**config.mk**
```make
export PLATFORM = sky130hd
export DESIGN_NAME = bus_addr_decoder_flat
export DESIGN_NICKNAME = d
export VERILOG_FILES = /design/src/rtl/bus_addr_decoder_if.sv /design/src/rtl/bus_addr_decoder.sv /design/src/flat_wrapper.sv
export SDC_FILE = /design/constraint.sdc
export NUM_CORES = 1
export LEC_CHECK = 0
export BUFFER_PORTS_ARGS = -buffer_cell sky130_fd_sc_hd__buf_4
export CAP_MARGIN = 20
export CELL_PAD_IN_SITES_DETAIL_PLACEMENT = 1
export CELL_PAD_IN_SITES_GLOBAL_PLACEMENT = 1
export CORE_MARGIN = 2
export CORE_UTILIZATION = 36
export CTS_CLUSTER_DIAMETER = 30
export CTS_CLUSTER_SIZE = 14
export DETAILED_ROUTE_END_ITERATION = 8
export GPL_TIMING_DRIVEN = 0
export PLACE_DENSITY_LB_ADDON = 0.15
export SYNTH_ARGS = -nofsm -noshare
export SYNTH_HDL_FRONTEND = slang
export SYNTH_SLANG_ARGS = --single-unit
```
**constraint.sdc**
```tcl
create_clock -name clk -period 5.24 [get_ports clk]
set_input_delay 0.524 -clock clk [delete_from_list [all_inputs] [get_ports clk]]
set_output_delay 0.524 -clock clk [all_outputs]
set_load 0.01 [all_outputs]
```
**src/rtl/bus_addr_decoder_if.sv**
```systemverilog
// Master-port and slave-port signal bundle of the multi-slave address decoder.
// master: CPU side driving requests; slave: the decoder, which owns the slave-facing outputs.
interface bus_addr_decoder_if #(
    parameter int N_SLAVES   = 4,
    parameter int ADDR_WIDTH = 32,
    parameter int DATA_WIDTH = 32
);
    logic                             m_req;
    logic [ADDR_WIDTH-1:0]            m_addr;
    logic                             m_we;
    logic [DATA_WIDTH-1:0]            m_wdata;
    logic                             m_rdy;
    logic                             m_ack;
    logic                             m_err;
    logic [DATA_WIDTH-1:0]            m_rdata;

    logic [N_SLAVES-1:0]              s_req;
    logic [ADDR_WIDTH-1:0]            s_addr;
    logic                             s_we;
    logic [DATA_WIDTH-1:0]            s_wdata;
    logic [N_SLAVES-1:0]              s_ack;
    logic [N_SLAVES*DATA_WIDTH-1:0]   s_rdata;

    modport master (
        output m_req, m_addr, m_we, m_wdata,
        input  m_rdy, m_ack, m_err, m_rdata
    );

    modport slave (
        input  m_req, m_addr, m_we, m_wdata, s_ack, s_rdata,
        output m_rdy, m_ack, m_err, m_rdata, s_req, s_addr, s_we, s_wdata
    );
endinterface

```
**src/rtl/bus_addr_decoder.sv**
```systemverilog
// Registered N-window address decoder: one transaction at a time, one-hot slave request, ack or timeout.
// Miss completes in 1 cycle, hit in ack delay + 1; m_rdy low from acceptance until after the response.
module bus_addr_decoder #(
    parameter int N_SLAVES   = 4,
    parameter int ADDR_WIDTH = 32,
    parameter int DATA_WIDTH = 32,
    parameter logic [N_SLAVES*ADDR_WIDTH-1:0] BASEADDRS =
        {32'h8000_0000, 32'h0000_2000, 32'h0000_1000, 32'h0000_0000},
    parameter logic [N_SLAVES*ADDR_WIDTH-1:0] WORDS =
        {32'h0000_0010, 32'h0000_0400, 32'h0000_0100, 32'h0000_0400},
    parameter int TIMEOUT    = 16
) (
    input  logic                 clk,
    input  logic                 rst,
    bus_addr_decoder_if.slave    bus
);

    localparam int SEL_W = (N_SLAVES > 1) ? $clog2(N_SLAVES) : 1;
    localparam int CNT_W = $clog2(TIMEOUT + 1);

    typedef enum logic [1:0] {
        IDLE = 2'd0,
        BUSY = 2'd1,
        RESP = 2'd2
    } state_t;

    state_t                  state;
    logic [SEL_W-1:0]        sel;
    logic [CNT_W-1:0]        cnt;

    logic [ADDR_WIDTH:0]     diff [N_SLAVES];
    logic [N_SLAVES-1:0]     hit;
    logic                    dec_any;
    logic [SEL_W-1:0]        dec_sel;
    logic [N_SLAVES-1:0]     dec_oh;
    logic [ADDR_WIDTH-1:0]   dec_off;
    logic                    sel_ack;
    logic [DATA_WIDTH-1:0]   sel_rdata;

    // A one-bit-wider difference goes "negative" (huge) when the address is
    // below the base, so a single unsigned compare checks both window edges
    // and a window ending at the top of the address space cannot wrap.
    for (genvar g = 0; g < N_SLAVES; g++) begin : g_win
        localparam logic [ADDR_WIDTH-1:0] BASE = BASEADDRS[g*ADDR_WIDTH +: ADDR_WIDTH];
        localparam logic [ADDR_WIDTH-1:0] SIZE = WORDS[g*ADDR_WIDTH +: ADDR_WIDTH];
        assign diff[g] = {1'b0, bus.m_addr} - {1'b0, BASE};
        assign hit[g]  = diff[g] < {1'b0, SIZE};
    end

    // Descending scan so the lowest matching index has the final say.
    always_comb begin
        dec_any = 1'b0;
        dec_sel = '0;
        dec_oh  = '0;
        dec_off = '0;
        for (int i = N_SLAVES - 1; i >= 0; i--) begin
            if (hit[i]) begin
                dec_any    = 1'b1;
                dec_sel    = SEL_W'(i);
                dec_oh     = '0;
                dec_oh[i]  = 1'b1;
                dec_off    = diff[i][ADDR_WIDTH-1:0];
            end
        end
    end

    always_comb begin
        sel_ack   = 1'b0;
        sel_rdata = '0;
        for (int i = 0; i < N_SLAVES; i++) begin
            if (sel == SEL_W'(i)) begin
                sel_ack   = bus.s_ack[i];
                sel_rdata = bus.s_rdata[i*DATA_WIDTH +: DATA_WIDTH];
            end
        end
    end

    assign bus.m_rdy = (state == IDLE);

    always_ff @(posedge clk or posedge rst) begin
        if (rst) begin
            state       <= IDLE;
            sel         <= '0;
            cnt         <= '0;
            bus.s_req   <= '0;
            bus.s_addr  <= '0;
            bus.s_we    <= 1'b0;
            bus.s_wdata <= '0;
            bus.m_ack   <= 1'b0;
            bus.m_err   <= 1'b0;
            bus.m_rdata <= '0;
        end else begin
            case (state)
                IDLE: begin
                    bus.m_ack   <= 1'b0;
                    bus.m_err   <= 1'b0;
                    bus.m_rdata <= '0;
                    if (bus.m_req) begin
                        bus.s_addr  <= dec_off;
                        bus.s_we    <= bus.m_we;
                        bus.s_wdata <= bus.m_wdata;
                        cnt         <= '0;
                        sel         <= dec_sel;
                        if (dec_any) begin
                            bus.s_req <= dec_oh;
                            state     <= BUSY;
                        end else begin
                            bus.m_ack <= 1'b1;
                            bus.m_err <= 1'b1;
                            state     <= RESP;
                        end
                    end
                end

                BUSY: begin
                    cnt <= cnt + CNT_W'(1);
                    // Ack is checked first so it beats a simultaneous timeout.
                    if (sel_ack) begin
                        bus.s_req   <= '0;
                        bus.m_ack   <= 1'b1;
                        bus.m_err   <= 1'b0;
                        bus.m_rdata <= bus.s_we ? '0 : sel_rdata;
                        state       <= RESP;
                    end else if (cnt == CNT_W'(TIMEOUT - 1)) begin
                        bus.s_req   <= '0;
                        bus.m_ack   <= 1'b1;
                        bus.m_err   <= 1'b1;
                        bus.m_rdata <= '0;
                        state       <= RESP;
                    end
                end

                RESP: begin
                    bus.m_ack   <= 1'b0;
                    bus.m_err   <= 1'b0;
                    bus.m_rdata <= '0;
                    state       <= IDLE;
                end

                default: begin
                    state <= IDLE;
                end
            endcase
        end
    end

endmodule

```
**src/flat_wrapper.sv**
```systemverilog
// flat-port wrapper written by rule: the top's interface ports become plain ports
module bus_addr_decoder_flat 
#(
    parameter int N_SLAVES   = 4,
    parameter int ADDR_WIDTH = 32,
    parameter int DATA_WIDTH = 32,
    parameter logic [N_SLAVES*ADDR_WIDTH-1:0] BASEADDRS =
        {32'h8000_0000, 32'h0000_2000, 32'h0000_1000, 32'h0000_0000},
    parameter logic [N_SLAVES*ADDR_WIDTH-1:0] WORDS =
        {32'h0000_0010, 32'h0000_0400, 32'h0000_0100, 32'h0000_0400},
    parameter int TIMEOUT    = 16
)
  (clk, rst, bus_m_req, bus_m_addr, bus_m_we, bus_m_wdata, bus_s_ack, bus_s_rdata, bus_m_rdy, bus_m_ack, bus_m_err, bus_m_rdata, bus_s_req, bus_s_addr, bus_s_we, bus_s_wdata);
  bus_addr_decoder_if #(.N_SLAVES(N_SLAVES), .ADDR_WIDTH(ADDR_WIDTH), .DATA_WIDTH(DATA_WIDTH)) bus_i ();
  input  logic clk;
  input  logic rst;
  input wire logic [$bits(bus_i.m_req)-1:0] bus_m_req;
  input wire logic [$bits(bus_i.m_addr)-1:0] bus_m_addr;
  input wire logic [$bits(bus_i.m_we)-1:0] bus_m_we;
  input wire logic [$bits(bus_i.m_wdata)-1:0] bus_m_wdata;
  input wire logic [$bits(bus_i.s_ack)-1:0] bus_s_ack;
  input wire logic [$bits(bus_i.s_rdata)-1:0] bus_s_rdata;
  output wire logic [$bits(bus_i.m_rdy)-1:0] bus_m_rdy;
  output wire logic [$bits(bus_i.m_ack)-1:0] bus_m_ack;
  output wire logic [$bits(bus_i.m_err)-1:0] bus_m_err;
  output wire logic [$bits(bus_i.m_rdata)-1:0] bus_m_rdata;
  output wire logic [$bits(bus_i.s_req)-1:0] bus_s_req;
  output wire logic [$bits(bus_i.s_addr)-1:0] bus_s_addr;
  output wire logic [$bits(bus_i.s_we)-1:0] bus_s_we;
  output wire logic [$bits(bus_i.s_wdata)-1:0] bus_s_wdata;
  assign bus_i.m_req = bus_m_req;
  assign bus_i.m_addr = bus_m_addr;
  assign bus_i.m_we = bus_m_we;
  assign bus_i.m_wdata = bus_m_wdata;
  assign bus_i.s_ack = bus_s_ack;
  assign bus_i.s_rdata = bus_s_rdata;
  assign bus_m_rdy = bus_i.m_rdy;
  assign bus_m_ack = bus_i.m_ack;
  assign bus_m_err = bus_i.m_err;
  assign bus_m_rdata = bus_i.m_rdata;
  assign bus_s_req = bus_i.s_req;
  assign bus_s_addr = bus_i.s_addr;
  assign bus_s_we = bus_i.s_we;
  assign bus_s_wdata = bus_i.s_wdata;
  bus_addr_decoder #(.N_SLAVES(N_SLAVES), .ADDR_WIDTH(ADDR_WIDTH), .DATA_WIDTH(DATA_WIDTH), .BASEADDRS(BASEADDRS), .WORDS(WORDS), .TIMEOUT(TIMEOUT)) u_core (.clk(clk), .rst(rst), .bus(bus_i));
endmodule
```
==> impl_results.md <==
- VDD IR-drop max: 0.0002326 V
- Row count: 46
- 1st-pass router iterations: 4
- Routed WL: 22310 um
- Avg Inst Size Synth: 10.08 um^2
- WHS: 287.4 ps
- Setup TNS: 0 ps
- Routability cong.: 0.9144
- Clock Latency Late Sink: 360 ps
- CTS resizes: 0
- Setup Skew: 10.46 ps
- Crit. Startpoint: u_core.sel[0]$_DFFE_PP0P_
- Critical path's slowest cell: mux4_2
- Max-slew headroom: 41.75%
- Residual DRC count: 0
- Crit path arrival time: 3520 ps
- Die width: 132.1 um
- Setup bufs post-CTS: 0
- Initial antenna violation count: 1
- CTS tree: done
- CP Class: reg2reg
- Area grow syn2layout: 48.32%
- Multi-input gate area: 0.002899 mm^2
- Commonest non-fill, non-tap cell in the layout: buf_4
- Global-route usage over all layers: 25.40%
- Asr flop ratio synth: 100.0%
- Antenna-violating nets left: 0
- Fill count: 1875
- Via/cell ratio: 5.241
- Root Buffer: clkbuf_16
- MaxCap Viol Count: 0
- Number of global-route vias before repair: 6427
- Seq/Total Area, Yosys: 47.47%
- Grt ovf: 0
- FF-to-FF path depth: 8
- Data required, critical path: 5510 ps
- Clock period minus worst slack: 3246 ps
- Syn Inst Count: 586
- Layout cell share with drive strength beyond 1: 40.55%
- Post-Syn Area: 0.005904 mm^2
- Port Buffers: 302
- Synth Net Count: 798
- R2R Path Start: u_core.sel[0]$_DFFE_PP0P_
- I/O pins: 304
- Leakage: 0.004218 uW
- PwrDens: 313.1 mW/mm^2
- Placeable Area: 0.01594 mm^2
- CTS Sinks: 112
- Via count: 5880
- Post-synth EDFFs: 0
- Worst-path maximum fanout: 10
- CP Cell Sequence: clkbuf_1, mux4_2, nor3_1, or2_2, clkbuf_1, clkbuf_1, nand2_1, o21ai_0
- Initial Util: 37.04%
- # nets final: 1112
- F_max: 0.3080 GHz
- Synth cell types: 58
- CP peak stage delay: 680 ps
- Final design utilization: 54.93%
- Register bit count reported by yosys: 112
- Final Hold Fails: 0
- Post-Place Cells: 1105
- RSZ-0062 raised after global routing: false
- Ys flop type: dfrtp_1
- Die Height: 132.1 um
- Critical Path Stages: 8
- Hold Buf Count CTS: 0
- Clk buf depth: 2
- Ys Warns: 0
- Largest net degree at the start of global routing: 58
- CP top delay family: buffers and inverters
- Post-Layout Cell Count: 1122
- Status: finished clean
- Storage cell area: 0.002803 mm^2
- Finish-stage setup viols: 0
- H-tree level count: 3
- Pins Over Slew Limit: 0
- Clock slew at reported path FFs: 80 ps
- Initial DRC count: 159
- Die area: 0.01744 mm^2
- CP endpoint kind: register
- Worst slew pin tran: 867.1 ps
- CP bufs+invs: 3
- Hold Path Class: in2async
- Most frequent cells in the layout: buf_4, nand2_1, dfrtp_1
- Hpwl dp: 17960 um
- First-pass GRT wire length: 34890 um
- Num CTS Buffers: 9
- DR WL/cell: 19.88 um
- Top cell by count, worst path: clkbuf_1
- Worst setup SP type: register
- Tcrit/Tclk final: 61.95%
[path summary, 6_finish.rpt]
check	endpoint	slack, ps
worst min register to register	u_core.bus.s_wdata[3]$_DFFE_PP0P_	480
worst min-delay path	u_core.bus.s_wdata[10]$_DFFE_PP0P_	290
max in group asynchronous	u_core.bus.m_rdata[24]$_DFFE_PP0P_	4220
worst max register to register	u_core.bus.m_rdata[5]$_DFFE_PP0P_	1990
worst max-delay path	u_core.bus.m_rdata[5]$_DFFE_PP0P_	1990
min in group clk	u_core.bus.s_wdata[22]$_DFFE_PP0P_	350
[worst register-to-register path: cells and delay by family (launching register included)]
kind,cells,cell delay (ps)
AO/OA/AOI/OAI,1,90
buffers and inverters,3,1140
AND/OR/NAND/NOR,3,940
flip-flops,1,320
multiplexers,1,680
[sequential cells by signal, summed over array words and instances (netlist names)]
signal	flops
u_core.bus.s_wdata	32
u_core.bus.m_rdata	32
u_core.bus.s_addr	32
u_core.cnt	5
u_core.bus.m_ack	1
u_core.bus.m_err	1
u_core.state	2
u_core.bus.s_we	1
u_core.bus.s_req	4
u_core.sel	2
[routing by layer]
layer | wire, um | track usage [%] | up-vias
met4 | 675 | 10.99 | 0
met1 | 8541 | 28.93 | 2905
met2 | 11270 | 44.56 | 238
met3 | 1822 | 7.151 | 38
met5 | 0 | 0 | -
li1 | - | - | 2699
[through the flow]
stage	total power [uW]	setup slack [ps]	instance area (um^2)
floorplan	1532	1757	5904
global placement	2044	470.4	8442
detailed placement	2088	1714	8472
CTS	2767	1974	8755
global route	2896	1765	8757
finish	2741	1994	8757
[Yosys cell counts (5+ instances only)]
library cell | n | area, um^2
mux4_2 | 33 | 743.2
clkbuf_1 | 29 | 108.9
o31ai_1 | 6 | 45.04
nand4_1 | 5 | 31.28
inv_1 | 10 | 37.54
ha_1 | 12 | 150.1
a31o_2 | 5 | 43.79
a31o_1 | 6 | 52.55
and2_1 | 30 | 187.7
buf_1 | 9 | 33.78
nand2_1 | 146 | 548.0
dfrtp_1 | 112 | 2803
xor2_1 | 7 | 61.31
nor2_1 | 16 | 60.06
o21ai_0 | 42 | 210.2
nand3_1 | 36 | 180.2
nor3_1 | 13 | 65.06
[report_power, final]
part	switching [uW]	internal (uW)	total [uW]
clock network	345	333	679
logic	504	429	933
registers	100	1030	1130
total	950	1790	2740
[cells by family after synthesis]
family / synth area share [%]
AOI/OAI and AO/OA: 9.536
xor gates and xnor gates: 1.483
adders and majority gates: 2.543
buffers and inverters: 3.433
DFF: 47.47
muxes: 12.76
and+or+nand+nor: 22.78
[area by class of cell]
class	count	area share [%]
multi-input combinational	424	33.10
tap	216	3.086
inverter	10	0.4572
sequential	112	32.00
antenna	1	0.02858
timing repair buffer	303	26.20
buffer	40	1.886
clock inverter	5	0.5715
clock buffer	11	2.658
Power figures use the tool's default switching activity.
